==> src/rtl/uart_slave_pkg.sv <==
// uart_slave_pkg
//   Shared definitions for the memory-mapped UART bus slave:
//   - bus widths used by the slave port
//   - register offsets (word index taken from addr[4:2])
//   - TX and RX state encodings
//   - clamp_baud helper used when software writes the divisor
package uart_slave_pkg;

  localparam int BUS_WIDTH  = 32;
  localparam int DATA_WIDTH = 32;
  localparam int MASK_WIDTH = 4;

  localparam logic [2:0] UART_CTRL   = 3'd0;
  localparam logic [2:0] UART_STATUS = 3'd1;
  localparam logic [2:0] UART_BAUD   = 3'd2;
  localparam logic [2:0] UART_TXDATA = 3'd3;
  localparam logic [2:0] UART_RXDATA = 3'd4;

  typedef enum logic [1:0] {TX_IDLE, TX_START, TX_DATA, TX_STOP} tx_state_t;
  typedef enum logic [1:0] {RX_IDLE, RX_START, RX_DATA, RX_STOP} rx_state_t;

  // A divisor below the minimum cannot give a usable mid-bit sample point.
  function automatic logic [15:0] clamp_baud(input logic [15:0] value,
                                             input logic [15:0] min_value);
    return (value < min_value) ? min_value : value;
  endfunction

endpackage

==> src/rtl/uart_rx_fsm.sv <==
// uart_rx_fsm
//   8N1 receiver: 2-flop synchroniser, start-bit glitch filter, bit timer and
//   LSB-first shifter. Reports every completed frame with the sampled stop bit.
// Ports
//   clk, rst_n   system clock, asynchronous active-low reset
//   rx_en        allows new frames to start (a running frame always completes)
//   baud_div     clk cycles per bit, latched when a frame starts
//   rx_i         asynchronous serial input, idle high
//   frame_done   one-cycle pulse when the stop bit is sampled
//   stop_ok      value of the stop bit, valid with frame_done
//   rx_byte      received byte, valid with frame_done
module uart_rx_fsm
  import uart_slave_pkg::*;
(
  input  logic        clk,
  input  logic        rst_n,
  input  logic        rx_en,
  input  logic [15:0] baud_div,
  input  logic        rx_i,
  output logic        frame_done,
  output logic        stop_ok,
  output logic [7:0]  rx_byte
);

  rx_state_t   rx_state, rx_next;
  logic        rx_meta, rx_s, rx_prev;
  logic [15:0] rx_div, rx_cnt;
  logic [2:0]  rx_bit;
  logic [7:0]  rx_shreg;
  logic        start_edge, half_last, bit_last;

  assign start_edge = rx_en & rx_prev & ~rx_s;
  assign half_last  = (rx_cnt == (rx_div >> 1) - 16'd1);
  assign bit_last   = (rx_cnt == rx_div - 16'd1);

  // Synchroniser plus one extra flop so a falling edge can be detected.
  always_ff @(posedge clk or negedge rst_n) begin
    if (!rst_n) begin
      rx_meta <= 1'b1;
      rx_s    <= 1'b1;
      rx_prev <= 1'b1;
    end else begin
      rx_meta <= rx_i;
      rx_s    <= rx_meta;
      rx_prev <= rx_s;
    end
  end

  // State register.
  always_ff @(posedge clk or negedge rst_n) begin
    if (!rst_n) rx_state <= RX_IDLE;
    else        rx_state <= rx_next;
  end

  // Next state. A line that is high again at half a bit was only a glitch.
  always_comb begin
    rx_next = rx_state;
    case (rx_state)
      RX_IDLE:  if (start_edge) rx_next = RX_START;
      RX_START: if (half_last)  rx_next = rx_s ? RX_IDLE : RX_DATA;
      RX_DATA:  if (bit_last && rx_bit == 3'd7) rx_next = RX_STOP;
      RX_STOP:  if (bit_last)   rx_next = RX_IDLE;
      default:  rx_next = RX_IDLE;
    endcase
  end

  // Bit timer and shifter; after the half-bit wait, samples land mid-bit.
  always_ff @(posedge clk or negedge rst_n) begin
    if (!rst_n) begin
      rx_div   <= 16'd16;
      rx_cnt   <= '0;
      rx_bit   <= '0;
      rx_shreg <= '0;
    end else begin
      case (rx_state)
        RX_IDLE: begin
          rx_cnt <= '0;
          rx_bit <= '0;
          if (start_edge) rx_div <= baud_div;
        end
        RX_START: rx_cnt <= half_last ? 16'd0 : rx_cnt + 16'd1;
        RX_DATA: begin
          if (bit_last) begin
            rx_cnt   <= '0;
            rx_shreg <= {rx_s, rx_shreg[7:1]};
            rx_bit   <= rx_bit + 3'd1;
          end else begin
            rx_cnt <= rx_cnt + 16'd1;
          end
        end
        RX_STOP: rx_cnt <= bit_last ? 16'd0 : rx_cnt + 16'd1;
        default: rx_cnt <= '0;
      endcase
    end
  end

  // Outputs.
  always_comb begin
    frame_done = (rx_state == RX_STOP) && bit_last;
    stop_ok    = rx_s;
    rx_byte    = rx_shreg;
  end

endmodule

==> src/rtl/uart_slave.sv <==
// uart_slave
//   Bus slave UART: register file, bus handshake, 8N1 transmitter, and the
//   uart_rx_fsm receiver. Level interrupt while a received byte is unread.
// Ports
//   clk, rst_n         system clock, asynchronous active-low reset
//   req_i, we_i        bus request, 1 = write
//   addr_i             byte address, word index addr_i[4:2]
//   data_i, wem        write data and byte enables
//   data_o             read data, valid with data_ok
//   addr_ok, data_ok   request accepted / response one cycle later
//   uart_tx_o          serial out, idle high
//   uart_rx_i          serial in
//   int_sig_o          rx_valid & rx_ie
module uart_slave
  import uart_slave_pkg::*;
#(
  parameter int BAUD_DIV_RST = 434,
  parameter int BAUD_DIV_MIN = 16
) (
  input  logic                  clk,
  input  logic                  rst_n,
  input  logic                  req_i,
  input  logic                  we_i,
  input  logic [BUS_WIDTH-1:0]  addr_i,
  input  logic [DATA_WIDTH-1:0] data_i,
  input  logic [MASK_WIDTH-1:0] wem,
  output logic [DATA_WIDTH-1:0] data_o,
  output logic                  addr_ok,
  output logic                  data_ok,
  output logic                  uart_tx_o,
  input  logic                  uart_rx_i,
  output logic                  int_sig_o
);

  localparam logic [15:0] BAUD_RST_V = 16'(BAUD_DIV_RST);
  localparam logic [15:0] BAUD_MIN_V = 16'(BAUD_DIV_MIN);

  logic        tx_en, rx_en, rx_ie;
  logic [15:0] baud, baud_wr;
  logic        rx_valid, overrun, frame_err;
  logic [7:0]  rx_data;
  logic [2:0]  reg_sel;
  logic        wr_acc, rd_acc, tx_load, rx_read, status_clr;
  logic [DATA_WIDTH-1:0] rd_data;

  tx_state_t   tx_state, tx_next;
  logic [15:0] tx_div, tx_cnt;
  logic [2:0]  tx_bit;
  logic [7:0]  tx_shreg;
  logic        tx_busy, tx_last;

  logic        frame_done, stop_ok;
  logic [7:0]  rx_byte;
  logic        unused_bits;

  assign unused_bits = ^{addr_i[BUS_WIDTH-1:5], addr_i[1:0], data_i[DATA_WIDTH-1:16], wem[3:2]};

  assign addr_ok    = req_i;
  assign reg_sel    = addr_i[4:2];
  assign wr_acc     = req_i & we_i;
  assign rd_acc     = req_i & ~we_i;
  assign tx_load    = wr_acc && reg_sel == UART_TXDATA && wem[0] && tx_en && !tx_busy;
  assign rx_read    = rd_acc && reg_sel == UART_RXDATA;
  assign status_clr = wr_acc && reg_sel == UART_STATUS && wem[0];
  assign baud_wr    = {wem[1] ? data_i[15:8] : baud[15:8], wem[0] ? data_i[7:0] : baud[7:0]};
  assign int_sig_o  = rx_valid & rx_ie;

  // Read mux; write-only and unmapped offsets read as zero.
  always_comb begin
    rd_data = '0;
    case (reg_sel)
      UART_CTRL:   rd_data[2:0]  = {rx_ie, rx_en, tx_en};
      UART_STATUS: rd_data[3:0]  = {frame_err, overrun, rx_valid, tx_busy};
      UART_BAUD:   rd_data[15:0] = baud;
      UART_RXDATA: rd_data[7:0]  = rx_data;
      default:     rd_data = '0;
    endcase
  end

  // Every request is answered on the following cycle.
  always_ff @(posedge clk or negedge rst_n) begin
    if (!rst_n) begin
      data_ok <= 1'b0;
      data_o  <= '0;
    end else begin
      data_ok <= req_i;
      if (rd_acc)      data_o <= rd_data;
      else if (wr_acc) data_o <= '0;
    end
  end

  // CTRL and BAUD registers.
  always_ff @(posedge clk or negedge rst_n) begin
    if (!rst_n) begin
      {rx_ie, rx_en, tx_en} <= 3'b000;
      baud <= BAUD_RST_V;
    end else if (wr_acc) begin
      if (reg_sel == UART_CTRL && wem[0]) {rx_ie, rx_en, tx_en} <= data_i[2:0];
      if (reg_sel == UART_BAUD && |wem[1:0]) baud <= clamp_baud(baud_wr, BAUD_MIN_V);
    end
  end

  // Receive status. A frame completing in the same cycle as an RXDATA read
  // is stored and keeps rx_valid set without flagging an overrun.
  always_ff @(posedge clk or negedge rst_n) begin
    if (!rst_n) begin
      rx_valid  <= 1'b0;
      overrun   <= 1'b0;
      frame_err <= 1'b0;
      rx_data   <= '0;
    end else begin
      if (frame_done && stop_ok) rx_valid <= 1'b1;
      else if (rx_read)          rx_valid <= 1'b0;

      if (frame_done && stop_ok && (!rx_valid || rx_read)) rx_data <= rx_byte;

      if (frame_done && stop_ok && rx_valid && !rx_read) overrun <= 1'b1;
      else if (status_clr && data_i[2])                  overrun <= 1'b0;

      if (frame_done && !stop_ok)       frame_err <= 1'b1;
      else if (status_clr && data_i[3]) frame_err <= 1'b0;
    end
  end

  assign tx_last = (tx_cnt == tx_div - 16'd1);

  // TX state register.
  always_ff @(posedge clk or negedge rst_n) begin
    if (!rst_n) tx_state <= TX_IDLE;
    else        tx_state <= tx_next;
  end

  // TX next state; each state (and each data bit) lasts tx_div cycles.
  always_comb begin
    tx_next = tx_state;
    case (tx_state)
      TX_IDLE:  if (tx_load) tx_next = TX_START;
      TX_START: if (tx_last) tx_next = TX_DATA;
      TX_DATA:  if (tx_last && tx_bit == 3'd7) tx_next = TX_STOP;
      TX_STOP:  if (tx_last) tx_next = TX_IDLE;
      default:  tx_next = TX_IDLE;
    endcase
  end

  // TX bit timer and shifter; the divisor is captured when the byte loads.
  always_ff @(posedge clk or negedge rst_n) begin
    if (!rst_n) begin
      tx_div   <= BAUD_RST_V;
      tx_cnt   <= '0;
      tx_bit   <= '0;
      tx_shreg <= '0;
    end else if (tx_state == TX_IDLE) begin
      tx_cnt <= '0;
      tx_bit <= '0;
      if (tx_load) begin
        tx_div   <= baud;
        tx_shreg <= data_i[7:0];
      end
    end else if (tx_last) begin
      tx_cnt <= '0;
      if (tx_state == TX_DATA) begin
        tx_shreg <= {1'b0, tx_shreg[7:1]};
        tx_bit   <= tx_bit + 3'd1;
      end
    end else begin
      tx_cnt <= tx_cnt + 16'd1;
    end
  end

  // TX outputs decoded from state, so reset drives the line high at once.
  always_comb begin
    tx_busy   = (tx_state != TX_IDLE);
    uart_tx_o = 1'b1;
    case (tx_state)
      TX_START: uart_tx_o = 1'b0;
      TX_DATA:  uart_tx_o = tx_shreg[0];
      default:  uart_tx_o = 1'b1;
    endcase
  end

  uart_rx_fsm u_rx (
    .clk        (clk),
    .rst_n      (rst_n),
    .rx_en      (rx_en),
    .baud_div   (baud),
    .rx_i       (uart_rx_i),
    .frame_done (frame_done),
    .stop_ok    (stop_ok),
    .rx_byte    (rx_byte)
  );

endmodule
==> config.mk <==
export PLATFORM = sky130hd
export DESIGN_NAME = uart_slave
export DESIGN_NICKNAME = d
export VERILOG_FILES = /design/src/rtl/uart_slave_pkg.sv /design/src/rtl/uart_rx_fsm.sv /design/src/rtl/uart_slave.sv
export SDC_FILE = /design/constraint.sdc
export NUM_CORES = 1
export LEC_CHECK = 0
export BUFFER_PORTS_ARGS = -buffer_cell sky130_fd_sc_hd__buf_4
export CAP_MARGIN = 20
export CORE_MARGIN = 3
export CORE_UTILIZATION = 45
export DETAILED_ROUTE_END_ITERATION = 8
export PLACE_DENSITY_LB_ADDON = 0.15
export SKIP_LAST_GASP = 1
export SYNTH_ARGS = -nofsm -noshare
export SYNTH_HDL_FRONTEND = slang
export SYNTH_SLANG_ARGS = --single-unit
==> constraint.sdc <==
create_clock -name clk -period 6.85 [get_ports clk]
set_input_delay 0.3425 -clock clk [delete_from_list [all_inputs] [get_ports clk]]
set_output_delay 0.3425 -clock clk [all_outputs]
set_load 0.02 [all_outputs]
==> impl_metrics.json, run 1 <==
{
  "core_area_um2": 17300,
  "setup.worst_path.start_class": "flip-flop",
  "fp.dieW_um": 139,
  "adder_cell_share_of_the_synthesized_area_pct": 2.04,
  "leakagePower_uw": 0.00424,
  "tightest_slew_ps": 884,
  "drt_pass1_iterations": 5,
  "postCtsSetupBuffers": 0,
  "route.detailed.drc": 0,
  "critical_path_s_largest_stage_delay_ps": 710,
  "async_reset_ff_share_pct": 100,
  "critical_path_required_ps": 7150,
  "die_y_um": 139,
  "final_nets": 923,
  "postSynth.topFlopCell": "dfrtp_1",
  "floorplan.initialDensity_pct": 46.0,
  "fin_total_pwr_uw": 2900,
  "slowest_stage": "nor4b_4",
  "clock_sink_count": 140,
  "tritoncts": "built",
  "status": "completed",
  "finalSetupViolations": 0,
  "die-area_um2": 19300,
  "clock_tree.buffer_depth": 2,
  "clkLatencyLatePin_ps": 420,
  "fin_worst_skew_ps": 6.57,
  "power_report.internal_total_uw": 1940,
  "wl_per_cell_um": 17.0,
  "drt_iter0_drc": 397,
  "pwr-share-seq_pct": 37.4,
  "max_clock_freq_mhz": 267,
  "clock_tree.root_cell": "clkbuf_16",
  "worstPathArrival_ps": 4050,
  "num_rows": 48,
  "switching_power_of_the_nets_uw": 959,
  "cell_chain_critical_path": "inv_1, ha_1, or4b_4, or4_4, mux2i_1, o22ai_1, nor4b_4, nand2_4, mux2_4",
  "yosys.area_share.simple_pct": 20.6,
  "synthesis.area_per_instance_um2": 9.82,
  "route.detailed.vias_per_inst": 5.52,
  "end_kind": "flip-flop",
  "largest_net_degree_at_the_start_of_global_routing": 80,
  "synth_warnings": 0,
  "grt_remaining_overflow": 0,
  "via_count": 5939,
  "clock_buffer_count_from_cts": 17,
  "syn-instance-count": 811,
  "final_cell_mix": "dfrtp_1, nand2_1, nor2_1, buf_4, xor2_1",
  "synth_seq_cells": 140,
  "post-route-min-period_ps": 3750,
  "worst_setup_hold_path_clk_slew_ps": 60,
  "wire_length_of_the_first_global_routing_pass_mm": 30.8,
  "dpl.cell_count": 1041,
  "final-instance-count-excl-fill": 1075,
  "main_area_contributors_after_synthesis": "dfrtp_1, xor2_1, dfstp_2, xnor2_1, mux2_2",
  "path_class": "reg -> reg",
  "synth_largest_type_area_fraction_pct": 39.6,
  "slew-limit-headroom_pct": 40.9,
  "final_antenna_net_count": 0,
  "max_cap_viol_count": 0,
  "layout_commonest_cell": "dfrtp_1",
  "slew_violations": 0,
  "final_layout_size_suffix_gt1_share_pct": 19.8,
  "num-fill-cells": 1556,
  "grt_pass1_vias": 5996,
  "yosysTopAreaCell": "dfrtp_1",
  "gp_routability_congestion": 0.880,
  "post_synthesis_compound_gate_area_fraction_pct": 10.3,
  "synth_top_family_by_area": "simple AND/OR/NAND/NOR gates",
  "detailed_place_hpwl_mm": 13.2,
  "yosysUniqueCellTypes": 74,
  "synthMuxAreaShare_pct": 8.04,
  "seq_area_frac_synth_pct": 44.2,
  "post_synthesis_share_of_cell_area_spent_on_xor_and_xnor_gates_pct": 9.35,
  "post-route-period-util_pct": 54.7,
  "holdBufCountCts": 1,
  "hold_class": "in -> reg",
  "sw_frac_of_total_pct": 33.0,
  "unrepaired_setup_endpoints_after_global_routing": "false",
  "cellPowerDensity_nw_per_um2": 322,
  "irDropWorstVdd_uv": 187,
  "cts.htree.levels": 4,
  "place.port_buffers": 45,
  "synth_edf_count": 0,
  "gr-usage-all-layers_pct": 19.5,
  "ios": 109,
  "power.combinational.fraction_pct": 28.3,
  "route.final.wire_length_mm": 18.3,
  "antenna_found_initial": 0,
  "cell_area_synth_um2": 7960,
  "area_delta_synth_final_pct": 13.3,
  "cts.repair.resized": 0,
  "p_clk_share_pct": 34.2,
  "finalSetupTns_ps": 0,
  "n_antenna_cell": 0,
  "crit_fanout": 12,
  "report.final.hold_viol_count": 0
}
==> worst max-delay path, delay by kind of cell, from the launching register on <==
family	cells	cell delay (ps)
simple gates	4	2020
mux	2	500
flops	1	470
fa+ha+maj	1	240
compound gates	1	240
buf+inv	1	160
==> cell families after synthesis <==
| group | count (synthesis) |
|---|---|
| DFF | 140 |
| adders and majority gates | 13 |
| AOI/OAI and AO/OA | 117 |
| other | 1 |
| buffers and inverters | 91 |
| muxes | 52 |
| xor gates and xnor gates | 85 |
| and+or+nand+nor | 312 |
==> stage by stage <==
step,setup slack [ps],area [um^2],util [%],hold slack [ps]
finish,3100,9020,52.2,32.8
detailed placement,3140,8350,48.3,348
global route,2950,9020,52.2,12.5
global placement,3170,8350,48.3,346
floorplan,3870,8020,-,46.9
CTS,3130,8990,52.0,18.4
==> cells in the mapped netlist, drive strengths merged (13+ instances only) <==
library cell	number
buf	26
dfstp	14
nor4	14
nand2	86
a21oi	19
inv	35
nor2	70
xor2	43
clkbuf	30
mux2	48
nand4	13
nand3	28
xnor2	42
dfrtp	126
ha	13
nor3	17
o21ai	29
and3	14
==> power groups by stage <==
stage,registers [uW],clock network [uW],logic (uW)
global route,1110,1050,910
detailed placement,1100,0,809
finish,1090,994,823
CTS,1090,1010,815
floorplan,995,0,717
global placement,1100,0,794
==> final timing paths <==
check / start / end / slack, ps / cells after the start
min reg2reg: u_rx.rx_meta$_DFF_PN1_ / u_rx.stop_ok$_DFF_PN1_ / 360 / 0
min in group asynchronous: rst_n / tx_cnt[15]$_DFF_PN0_ / 480 / 2
max in group asynchronous: rst_n / u_rx.rx_meta$_DFF_PN1_ / 5230 / 4
min: uart_rx_i / u_rx.rx_meta$_DFF_PN1_ / 30 / 1
max reg2reg: u_rx.rx_div[1]$_DFFE_PN0P_ / rx_data[6]$_DFFE_PN0P_ / 3100 / 9
max: u_rx.rx_div[1]$_DFFE_PN0P_ / rx_data[6]$_DFFE_PN0P_ / 3100 / 9
==> layout make-up <==
type                       instances  area, um^2  share of cell area, %
clock buffer                      21         440                   4.88
clock inverter                    11         191                   2.12
inverter                          35         131                   1.46
multi-input combinational        595        4070                   45.1
sequential                       140        3520                   39.0
tap                              225         282                   3.12
timing repair buffer              48         387                   4.29
==> per-layer routing <==
metal | share of wire (%) | routed length, um | vias up | global-route usage, %
met5 | 0 | 0 | - | 0
met4 | 1.5 | 276 | 0 | 5.10
met3 | 5.1 | 941 | 25 | 4.72
met2 | 46 | 8330 | 174 | 30.0
met1 | 48 | 8730 | 2878 | 27.8
li1 | - | - | 2862 | -
==> state kept, by name, indices dropped and copies added (netlist names), 2 cells and up, named ones only <==
signal,cells
tx_cnt,16
data_o,16
u_rx.rx_byte,8
tx_shreg,8
u_rx.rx_div,16
baud,16
u_rx.rx_cnt,16
tx_state,2
rx_data,8
tx_div,16
u_rx.rx_bit,3
tx_bit,3
Power figures use the tool's default switching activity.
==> run 2: changes to the inputs <==
clock period = 3.62 ns   (was 6.85 ns; I/O delays follow)
==> run 2 against run 1 <==
Combinational power grew 97%. Die area is the same. Maximum frequency grew 12%. Utilization grew 0.46 points. Worst setup slack lost 2800 ps.
==> impl_metrics.json, run 2 (synthesized netlist as in run 1, its figures left out) <==
{
  "sw_frac_of_total_pct": 33.8,
  "worstPathArrival_ps": 3640,
  "largest_net_degree_at_the_start_of_global_routing": 115,
  "post-route-period-util_pct": 92.7,
  "crit_buf_inv": 1,
  "grt_remaining_overflow": 0,
  "cpLargestDelayFamily": "simple AND/OR/NAND/NOR gates",
  "cts.htree.levels": 4,
  "route.detailed.vias_per_inst": 5.55,
  "route.detailed.drc": 0,
  "clock_buffer_count_from_cts": 17,
  "hold_class": "in -> reg",
  "clock_sink_count": 140,
  "power_report.internal_total_uw": 3560,
  "dp_worst_setup_slack_ps": 308,
  "critical_path_s_largest_stage_delay_ps": 530,
  "cellPowerDensity_nw_per_um2": 591,
  "pwr-share-seq_pct": 37.7,
  "switching_power_of_the_nets_uw": 1820,
  "final_cell_mix": "dfrtp_1, nand2_1, nor2_1, buf_4, xor2_1",
  "via_count": 6043,
  "end_kind": "flip-flop",
  "tightest_slew_ps": 910,
  "status": "completed",
  "power.combinational.fraction_pct": 30.2,
  "tritoncts": "built",
  "max_cap_viol_count": 0,
  "drt_pass1_iterations": 4,
  "cp-startpoint": "u_rx.rx_div[1]$_DFFE_PN0P_",
  "num_rows": 48,
  "clock_tree.buffer_depth": 2,
  "clock_tree.root_cell": "clkbuf_16",
  "layout_commonest_cell": "dfrtp_1",
  "crit_fanout": 16,
  "drt_iter0_drc": 339,
  "post-route-min-period_ps": 3360,
  "route.final.wire_length_mm": 18.7,
  "gr-usage-all-layers_pct": 19.7,
  "grt_pass1_vias": 5941,
  "leakagePower_uw": 0.00428,
  "fp.dieW_um": 139,
  "postCtsSetupBuffers": 0,
  "wire_length_of_the_first_global_routing_pass_mm": 30.9,
  "ios": 109,
  "fin_total_pwr_uw": 5380,
  "wl_per_cell_um": 17.1,
  "slew-limit-headroom_pct": 39.2,
  "finalSetupViolations": 0,
  "cts.repair.resized": 0,
  "critical_path_required_ps": 3910,
  "hold_path_startpoint": "data_i[12]",
  "slew_violations": 0,
  "crit_path_setup_slack_layout_ps": 265,
  "cell_chain_critical_path": "inv_1, ha_1, or3b_2, or4_1, xnor2_1, or3_1, nor4_2, o22a_2, nor2_1",
  "place.port_buffers": 45,
  "die-area_um2": 19300,
  "die_y_um": 139,
  "clkLatencyLatePin_ps": 430,
  "p_clk_share_pct": 32.2,
  "unrepaired_setup_endpoints_after_global_routing": "false",
  "n_antenna_cell": 0,
  "core_area_um2": 17300,
  "antenna_found_initial": 0,
  "critical_path.reg2reg.startpoint": "u_rx.rx_div[1]$_DFFE_PN0P_",
  "final_layout_size_suffix_gt1_share_pct": 20.5,
  "slowest_stage": "or4_1",
  "final_antenna_net_count": 0,
  "dpl_cell_area_um2": 8410,
  "finalSetupTns_ps": 0,
  "fin_worst_skew_ps": 20.7,
  "setup.worst_path.start_class": "flip-flop",
  "detailed_place_hpwl_mm": 13.3,
  "floorplan.initialDensity_pct": 46.0,
  "gp_routability_congestion": 0.861,
  "max_clock_freq_mhz": 298,
  "path_class": "reg -> reg",
  "worst_setup_hold_path_clk_slew_ps": 60,
  "fin_area_um2": 9100,
  "irDropWorstVdd_uv": 349,
  "report.final.hold_viol_count": 0,
  "area_delta_synth_final_pct": 14.3,
  "timing.hold.ws_ps": 12.5,
  "final_nets": 937
}
## run 2: cell count changes in the layout (fill, tap and decap cells not counted), sizes merged
cell	previous run	this run
buf	47	54
dlygate4sd3	1	8
bufinv	5	2
clkbuf	21	22
clkinv	5	6
clkinvlp	0	1
## run 2: power groups by stage
stage,Combinational [uW],Sequential [uW],Clock (uW)
after floorplan,1360,1880,0
after global placement,1570,2040,0
after detailed placement,1600,2050,0
after CTS,1620,2020,1770
after global routing,1800,2050,1850
final,1620,2030,1730
## run 2: final timing paths
check	slack, ps	end	cells past startpoint
worst min register to register	350	u_rx.stop_ok$_DFF_PN1_	0
worst max register to register	260	u_rx.rx_cnt[13]$_DFF_PN0_	9
min in group asynchronous	190	tx_cnt[14]$_DFF_PN0_	2
worst max-delay path	260	u_rx.rx_cnt[13]$_DFF_PN0_	9
max in group asynchronous	2280	u_rx.rx_prev$_DFF_PN1_	4
worst min-delay path	10	baud[12]$_DFFE_PN0P_	2
## run 2: metrics by stage
step | utilization, % | instances
final | 52.6 | 1089
after global routing | 52.6 | 1089
after CTS | 52.4 | 1087
after detailed placement | 48.6 | 1048
after global placement | 48.6 | 1048
after floorplan | - | 826
## run 2: area by class of cell
| class | instances | area [um^2] |
|---|---|---|
| Clock buffer | 22 | 474 |
| Clock inverter | 10 | 114 |
| Fill cell | 1554 | 8200 |
| Inverter | 35 | 131 |
| Multi-Input combinational cell | 595 | 4070 |
| Sequential cell | 140 | 3520 |
| Tap cell | 225 | 282 |
| Timing Repair Buffer | 62 | 509 |
## run 2: per-layer routing
layer  part of all wire, %  GRT usage, %  wire length [um]
met5                     0             0                 0
met3                   4.4          4.21               825
met2                    46          30.9              8660
met1                    48          27.6              8900
met4                   1.5          6.28               278
## run 2: timing repair
item                       CTS  global route
hold buffers                 7             1
setup endpoints to repair    0             0
hold endpoints to repair   108             1
## run 2: worst register-to-register path: cells and delay by family (launching register included)
kind,cells,cell delay (ps)
flip-flops,1,380
AND/OR/NAND/NOR,5,1900
XOR/XNOR,1,140
buffers and inverters,1,130
AO/OA/AOI/OAI,1,430
adder cells (fa/ha/maj),1,250
